`src/rtl/window_fetch_3x3_if.sv`:
```
// Signal bundle between window_fetch_3x3, its frame-buffer read port and the Sobel stage.
// I_START is a request taken only while O_BUSY is low; O_VALID is a one-cycle completion pulse with no back-pressure.
interface window_fetch_3x3_if #(
  parameter int P_COLUMNS     = 640,
  parameter int P_ROWS        = 4,
  parameter int P_PIXEL_DEPTH = 24
);
  localparam int CW = $clog2(P_COLUMNS);
  localparam int RW = $clog2(P_ROWS);

  logic                       I_ENABLE;
  logic                       I_START;
  logic [CW-1:0]              I_CENTER_COL;
  logic [RW-1:0]              I_CENTER_ROW;
  logic [P_PIXEL_DEPTH-1:0]   I_FB_PIXEL;
  logic [CW-1:0]              O_FB_COL;
  logic [RW-1:0]              O_FB_ROW;
  logic                       O_FB_READ_ENABLE;
  logic [9*P_PIXEL_DEPTH-1:0] O_WINDOW;
  logic                       O_VALID;
  logic                       O_BUSY;
  logic [1:0]                 O_DBG_STATE;

  modport slave (
    input  I_ENABLE, I_START, I_CENTER_COL, I_CENTER_ROW, I_FB_PIXEL,
    output O_FB_COL, O_FB_ROW, O_FB_READ_ENABLE, O_WINDOW, O_VALID, O_BUSY, O_DBG_STATE
  );

  modport master (
    output I_ENABLE, I_START, I_CENTER_COL, I_CENTER_ROW, I_FB_PIXEL,
    input  O_FB_COL, O_FB_ROW, O_FB_READ_ENABLE, O_WINDOW, O_VALID, O_BUSY, O_DBG_STATE
  );
endinterface

```
`src/rtl/window_fetch_3x3.sv`:
```
// Fetches a 3x3 neighbourhood from the frame buffer with nine sequential reads,
// wrapping rows around the line-buffer ring and replicating edge columns.
module window_fetch_3x3 #(
  parameter int P_COLUMNS     = 640,
  parameter int P_ROWS        = 4,
  parameter int P_PIXEL_DEPTH = 24
) (
  input logic               I_CLK,
  input logic               I_RESET,
  window_fetch_3x3_if.slave bus
);
  localparam int CW = $clog2(P_COLUMNS);
  localparam int RW = $clog2(P_ROWS);
  localparam int PD = P_PIXEL_DEPTH;
  localparam int WW = 9 * PD;

  typedef enum logic [1:0] {S_IDLE, S_FETCH, S_DRAIN, S_DONE} state_t;

  state_t          state_q, state_d;
  logic [3:0]      k_q, k_d;
  logic [CW-1:0]   cc_q, cc_d;
  logic [RW-1:0]   cr_q, cr_d;
  logic            re_q, re_d;
  logic [CW-1:0]   col_q, col_d;
  logic [RW-1:0]   row_q, row_d;
  logic            pend_q, pend_d;
  logic [3:0]      pidx_q, pidx_d;
  logic [WW-1:0]   win_q, win_d;

  // Element k sits at column offset (k mod 3) - 1; edges replicate the border pixel.
  function automatic logic [CW-1:0] col_of(input logic [CW-1:0] c, input logic [3:0] k);
    logic [CW-1:0] r;
    r = c;
    case (k)
      4'd0, 4'd3, 4'd6: if (c != '0) r = c - CW'(1);
      4'd2, 4'd5, 4'd8: if (c != CW'(P_COLUMNS - 1)) r = c + CW'(1);
      default: r = c;
    endcase
    return r;
  endfunction

  // Element k sits at row offset (k div 3) - 1, wrapping around the ring.
  function automatic logic [RW-1:0] row_of(input logic [RW-1:0] rr, input logic [3:0] k);
    logic [RW-1:0] r;
    r = rr;
    case (k)
      4'd0, 4'd1, 4'd2: r = (rr == '0) ? RW'(P_ROWS - 1) : rr - RW'(1);
      4'd6, 4'd7, 4'd8: r = (rr == RW'(P_ROWS - 1)) ? '0 : rr + RW'(1);
      default: r = rr;
    endcase
    return r;
  endfunction

  always_comb begin
    state_d = state_q;
    k_d     = k_q;
    cc_d    = cc_q;
    cr_d    = cr_q;
    re_d    = re_q;
    col_d   = col_q;
    row_d   = row_q;
    pend_d  = pend_q;
    pidx_d  = pidx_q;
    win_d   = win_q;
    if (bus.I_ENABLE) begin
      pend_d = 1'b0;
      for (int i = 0; i < 9; i++) begin
        if (pend_q && pidx_q == 4'(i)) win_d[i*PD +: PD] = bus.I_FB_PIXEL;
      end
      case (state_q)
        S_IDLE: begin
          if (bus.I_START) begin
            cc_d    = bus.I_CENTER_COL;
            cr_d    = bus.I_CENTER_ROW;
            k_d     = 4'd0;
            re_d    = 1'b1;
            col_d   = col_of(bus.I_CENTER_COL, 4'd0);
            row_d   = row_of(bus.I_CENTER_ROW, 4'd0);
            state_d = S_FETCH;
          end
        end
        S_FETCH: begin
          pend_d = 1'b1;
          pidx_d = k_q;
          if (k_q == 4'd8) begin
            re_d    = 1'b0;
            state_d = S_DRAIN;
          end else begin
            k_d   = k_q + 4'd1;
            col_d = col_of(cc_q, k_q + 4'd1);
            row_d = row_of(cr_q, k_q + 4'd1);
          end
        end
        S_DRAIN: state_d = S_DONE;
        S_DONE:  state_d = S_IDLE;
        default: state_d = S_IDLE;
      endcase
    end
  end

  always_ff @(posedge I_CLK) begin
    if (I_RESET) begin
      state_q <= S_IDLE;
      k_q     <= '0;
      cc_q    <= '0;
      cr_q    <= '0;
      re_q    <= 1'b0;
      col_q   <= '0;
      row_q   <= '0;
      pend_q  <= 1'b0;
      pidx_q  <= '0;
      win_q   <= '0;
    end else begin
      state_q <= state_d;
      k_q     <= k_d;
      cc_q    <= cc_d;
      cr_q    <= cr_d;
      re_q    <= re_d;
      col_q   <= col_d;
      row_q   <= row_d;
      pend_q  <= pend_d;
      pidx_q  <= pidx_d;
      win_q   <= win_d;
    end
  end

  // A stall gates the read strobe so the frame buffer keeps the pixel still owed to us.
  assign bus.O_FB_READ_ENABLE = re_q & bus.I_ENABLE;
  assign bus.O_FB_COL         = col_q;
  assign bus.O_FB_ROW         = row_q;
  assign bus.O_WINDOW         = win_q;
  assign bus.O_VALID          = (state_q == S_DONE);
  assign bus.O_BUSY           = (state_q != S_IDLE);
  assign bus.O_DBG_STATE      = state_q;
endmodule
```
`src/flat_wrapper.sv`:
```
// flat-port wrapper written by rule: the top's interface ports become plain ports
module window_fetch_3x3_flat 
#(
  parameter int P_COLUMNS     = 640,
  parameter int P_ROWS        = 4,
  parameter int P_PIXEL_DEPTH = 24
)
  (I_CLK, I_RESET, bus_I_ENABLE, bus_I_START, bus_I_CENTER_COL, bus_I_CENTER_ROW, bus_I_FB_PIXEL, bus_O_FB_COL, bus_O_FB_ROW, bus_O_FB_READ_ENABLE, bus_O_WINDOW, bus_O_VALID, bus_O_BUSY, bus_O_DBG_STATE);
  window_fetch_3x3_if #(.P_COLUMNS(P_COLUMNS), .P_ROWS(P_ROWS), .P_PIXEL_DEPTH(P_PIXEL_DEPTH)) bus_i ();
  input logic I_CLK;
  input logic I_RESET;
  input wire logic [$bits(bus_i.I_ENABLE)-1:0] bus_I_ENABLE;
  input wire logic [$bits(bus_i.I_START)-1:0] bus_I_START;
  input wire logic [$bits(bus_i.I_CENTER_COL)-1:0] bus_I_CENTER_COL;
  input wire logic [$bits(bus_i.I_CENTER_ROW)-1:0] bus_I_CENTER_ROW;
  input wire logic [$bits(bus_i.I_FB_PIXEL)-1:0] bus_I_FB_PIXEL;
  output wire logic [$bits(bus_i.O_FB_COL)-1:0] bus_O_FB_COL;
  output wire logic [$bits(bus_i.O_FB_ROW)-1:0] bus_O_FB_ROW;
  output wire logic [$bits(bus_i.O_FB_READ_ENABLE)-1:0] bus_O_FB_READ_ENABLE;
  output wire logic [$bits(bus_i.O_WINDOW)-1:0] bus_O_WINDOW;
  output wire logic [$bits(bus_i.O_VALID)-1:0] bus_O_VALID;
  output wire logic [$bits(bus_i.O_BUSY)-1:0] bus_O_BUSY;
  output wire logic [$bits(bus_i.O_DBG_STATE)-1:0] bus_O_DBG_STATE;
  assign bus_i.I_ENABLE = bus_I_ENABLE;
  assign bus_i.I_START = bus_I_START;
  assign bus_i.I_CENTER_COL = bus_I_CENTER_COL;
  assign bus_i.I_CENTER_ROW = bus_I_CENTER_ROW;
  assign bus_i.I_FB_PIXEL = bus_I_FB_PIXEL;
  assign bus_O_FB_COL = bus_i.O_FB_COL;
  assign bus_O_FB_ROW = bus_i.O_FB_ROW;
  assign bus_O_FB_READ_ENABLE = bus_i.O_FB_READ_ENABLE;
  assign bus_O_WINDOW = bus_i.O_WINDOW;
  assign bus_O_VALID = bus_i.O_VALID;
  assign bus_O_BUSY = bus_i.O_BUSY;
  assign bus_O_DBG_STATE = bus_i.O_DBG_STATE;
  window_fetch_3x3 #(.P_COLUMNS(P_COLUMNS), .P_ROWS(P_ROWS), .P_PIXEL_DEPTH(P_PIXEL_DEPTH)) u_core (.I_CLK(I_CLK), .I_RESET(I_RESET), .bus(bus_i));
endmodule
```
`config.mk`:
```
export PLATFORM = sky130hd
export DESIGN_NAME = window_fetch_3x3_flat
export DESIGN_NICKNAME = d
export VERILOG_FILES = /design/src/rtl/window_fetch_3x3_if.sv /design/src/rtl/window_fetch_3x3.sv /design/src/flat_wrapper.sv
export SDC_FILE = /design/constraint.sdc
export NUM_CORES = 1
export LEC_CHECK = 0
export ABC_AREA = 0
export BUFFER_PORTS_ARGS = -buffer_cell sky130_fd_sc_hd__buf_4
export CAP_MARGIN = 10
export CELL_PAD_IN_SITES_DETAIL_PLACEMENT = 1
export CELL_PAD_IN_SITES_GLOBAL_PLACEMENT = 1
export CORE_ASPECT_RATIO = 1.75
export CORE_MARGIN = 8
export CORE_UTILIZATION = 35
export DETAILED_ROUTE_END_ITERATION = 10
export GPL_TIMING_DRIVEN = 0
export PLACE_DENSITY = 0.79
export SLEW_MARGIN = 20
export SYNTH_ARGS = -nofsm -noshare
export SYNTH_HDL_FRONTEND = slang
export SYNTH_SLANG_ARGS = --single-unit
```
`constraint.sdc`:
```
create_clock -name I_CLK -period 3 [get_ports I_CLK]
set_input_delay 0.15 -clock I_CLK [delete_from_list [all_inputs] [get_ports I_CLK]]
set_output_delay 0.15 -clock I_CLK [all_outputs]
set_load 0.03 [all_outputs]
```
==> summary.md <==
The run finished with clean final reports. The number of nets in the synthesized netlist is 1400. Setup repair after global routing left no endpoint under its margin. STA classifies the critical path endpoint as a flop. For the worst-skew pair, the clock arrives at the later sink with an insertion delay of 0.55 ns. Number of instances in the synthesized netlist: 1346.

The post-synthesis to final-layout area growth was 31.8%. TritonCTS created 24 clock buffers. The via count came out at 10700. The count of nets left with antenna violations after detail routing was 0. The maximum buffer depth of the clock tree is 3, and the first-pass GRT wire length is 66700 um.

Global routing finished with a remaining overflow of 0. For this design the static power due to leakage is 0.00505 uW. The floorplan die area was 0.0352 mm2; the die span in x was 145 um. The tool flagged a number of max-cap violations equal to 0. Setup violations remaining at the end of the flow were counted as 0. Ranked by total cell area, the synthesized netlist is headed by dfxtp_1, nand2_1, a21oi_1, clkbuf_1, ha_1. VDD sags by at most 383 uV. The region available for standard cell placement spans 0.0291 mm2. The flip-flop cell with the highest count after synthesis was dfxtp_1.

Dividing the detail-routed wire length by the instance count gives 21.8 um. After synthesis, the mean cell area works out to 7.61 um2. The classification of the worst setup path was reg2reg. Yosys mapped a number of flops with a built-in enable equal to 0.

The clock period minus final worst setup slack was 2.81 ns. Launch instance of the worst register-to-register path: u_core.k_q[0]. The worst-margin pin slew was 1.08 ns. The number of hold violations in the final report is 0. For this run, asynchronously set or reset flops after synthesis account for 0%. CTS placed an instance of clkbuf_16 at the clock tree root.

The tools report the number of antenna violations at the first check in global routing as 0. For this configuration, the core starts out at a cell density of 35.2%. The startpoint identified for the worst hold timing path is bus_I_START. During placement, the flow inserted port buffers numbering 247. In this run the worst path has a maximum fanout of 10.

The H-tree depth reported by CTS came out at 1. The timing-limited maximum frequency was 356 MHz. Entering global routing, the biggest net connects 16 pins.

STA classifies the critical path startpoint as a flop. After clock tree synthesis, the clock-pin slew on the worst setup and hold paths is 0.07 ns. The share of post-route cells with drive strength above 1 was 18.7%.

Fill cells in the final layout number 3652. The final cell count without fillers is 2030, and the overall routed net length is 44200 um. The synthesized netlist occupies a cell area of 0.0102 mm2.

The average via count per standard cell was 5.25; the number of placed instances with taps included was 1975. The number of global-route vias before repair was 11300; the final clock skew was 0.0208 ns. The logs give 382 for the detailed router's first-iteration violation count and 0 for the setup fix buffers added after clock tree synthesis. The tools report the area of combinational cells with multiple inputs as 0.00469 mm2. The most critical setup path has its startpoint at u_core.k_q[0]. The number of antenna diodes is 0. The clock net sink count is 252. For this run, the register share of the synthesized area comes to 49.3%.

At the end of routability-driven placement, the weighted congestion stood at 0.882. The synthesized design contains 252 register bits. The global-route total usage across every layer was 24.2%; the overall die height was 242 um.

The largest area contributor in the netlist was dfxtp_1. The signal arrival time at the worst endpoint was 3.28 ns. For this design the top-level I/O count stands at 273. The wire-length estimate of the detail-placed layout is 33600 um. The critical path data required time was 3.47 ns.

The logs give 64 for the count of cell types in the netlist and 4 for the length of the first detailed-routing pass in iterations. The top cell type by area accounts for 49.3% of the synthesized area. Prior to clock tree synthesis, the placed netlist has a worst setup slack of 0.270 ns. After floorplanning, the core was divided into 83 placement rows. The areal power density over the cells was 535 mW/mm2; the overall power was 7220 uW. The sequential cells in the finished layout cover a total of 0.00504 mm2. The number of warning messages in the yosys log is 0.

Path type of the worst min-delay path: in2reg. The final max-slew violation count was 0; the share of the cycle needed by the critical path after routing was 93.6%. At the end of the flow, the number of nets in the layout was 1685. The final worst-path setup slack was 0.192 ns.

TritonCTS built the clock tree. In the final timing run, aggregate negative setup slack is 0 ns. In this run the tightest slew margin relative to its limit is 28.1%.

For this run, design rule violations remaining after detail routing come to 0.
==> worst max-delay path, cell delays in order, from the launching register on <==
cell and delay, ns:
dfxtp_1 0.38, buf_4 0.20, inv_1 0.07, ha_1 0.27
nand3b_1 0.16, nand2_1 0.13, a21oi_1 0.32, clkbuf_1 0.54
nor2_1 0.09, a211oi_1 0.36, o31a_1 0.23
==> cells in the final DEF (no fill, tap or decap), drive strengths merged, types with 5 or more instances in the layout <==
cell type,n
nand3b,6
nor2,37
o31ai,5
nand4,9
and3,5
buf,253
a21oi,250
dlygate4sd3,12
nand4b,5
clkinv,6
or3,6
clkbuf,140
a311oi,7
a211oi,7
nor3b,9
nor3,11
dfxtp,252
nand2b,6
ha,14
mux2i,7
nand3,20
o21ai,11
nand2,490
inv,21
==> sequential cells by signal (all words and copies together) (netlist names) <==
register,cells
u_core.bus.O_WINDOW,216
u_core.bus.O_FB_COL,10
u_core.cc_q,10
u_core.k_q,4
u_core.pidx_q,4
u_core.bus.O_DBG_STATE,2
u_core.bus.O_FB_ROW,2
u_core.cr_q,2
u_core.pend_q,1
u_core.re_q,1
==> report_power, final <==
group          switching (uW)  internal [uW]  leakage, uW
clock network            1400           1780     0.000400
registers                34.3           3380      0.00203
logic                     443            175      0.00261
total                    1880           5340      0.00505
==> synth_stat cells, types with 2 or more instances <==
library cell	number
a211oi_1	6
a21o_1	4
a21oi_1	250
a221oi_1	2
a311oi_1	7
a31oi_1	3
and2_1	2
and3_1	5
and4_1	2
buf_2	4
buf_4	2
clkbuf_1	107
dfxtp_1	252
ha_1	14
inv_1	19
mux2i_1	7
nand2_1	490
nand2b_1	5
nand3_1	17
nand3_2	3
nand3b_1	6
nand4_1	9
nand4b_1	5
nor2_1	37
nor3_1	11
nor3b_1	6
nor3b_2	3
nor4_1	2
o211ai_1	4
o21ai_0	10
o21bai_1	4
o22ai_1	2
o31a_1	2
o31ai_1	4
o41ai_1	3
or3_1	6
or4_1	2
xor2_1	3
==> final timing paths <==
| check | endpoint | slack (ns) | cells after the start |
|---|---|---|---|
| max | u_core.bus.O_FB_COL[9] | 0.19 | 10 |
| min | u_core.cr_q[1] | 0.08 | 4 |
| max reg2reg | u_core.bus.O_FB_COL[9] | 0.19 | 10 |
| min reg2reg | u_core.bus.O_WINDOW[208] | 0.45 | 2 |
==> cell type report <==
class | instances | area share [%]
Clock buffer | 33 | 5.07
Sequential cell | 252 | 37.4
Tap cell | 382 | 3.54
Buffer | 113 | 3.23
Multi-Input combinational cell | 962 | 34.7
Timing Repair Buffer | 259 | 14.6
Clock inverter | 10 | 0.908
Inverter | 19 | 0.528
==> per-stage QoR <==
step / hold slack (ns) / util (%) / area (um2)
floorplan: 0.286 / - / 10200
detailed placement: 0.431 / 43.2 / 12600
finish: 0.0790 / 46.4 / 13500
global placement: 0.421 / 43.2 / 12600
global route: 0.103 / 46.4 / 13500
CTS: 0.0615 / 46.4 / 13500
==> kinds of logic after synthesis <==
family / share of synthesized area [%]
AND/OR/NAND/NOR: 25.4
AO/OA/AOI/OAI: 17.5
flip-flops: 49.3
buffers and inverters: 4.96
adder cells (fa/ha/maj): 1.71
multiplexers: 0.794
XOR/XNOR: 0.342
==> timing repair <==
item / CTS / global route
hold buffers: 12 / 0
endpoints found under the hold margin: 12 / 0
gates resized for setup: 0 / 0
==> per-layer routing <==
metal  vias up  routed length [um]  global-route usage (%)
met5         -                   0                       0
met4         0                2520                    14.4
met3       117                2320                    4.82
met2       303               23700                    46.7
met1      5191               15700                    23.0
li1       5043                   -                       -
Note: power is estimated with default switching activity, not from simulation.
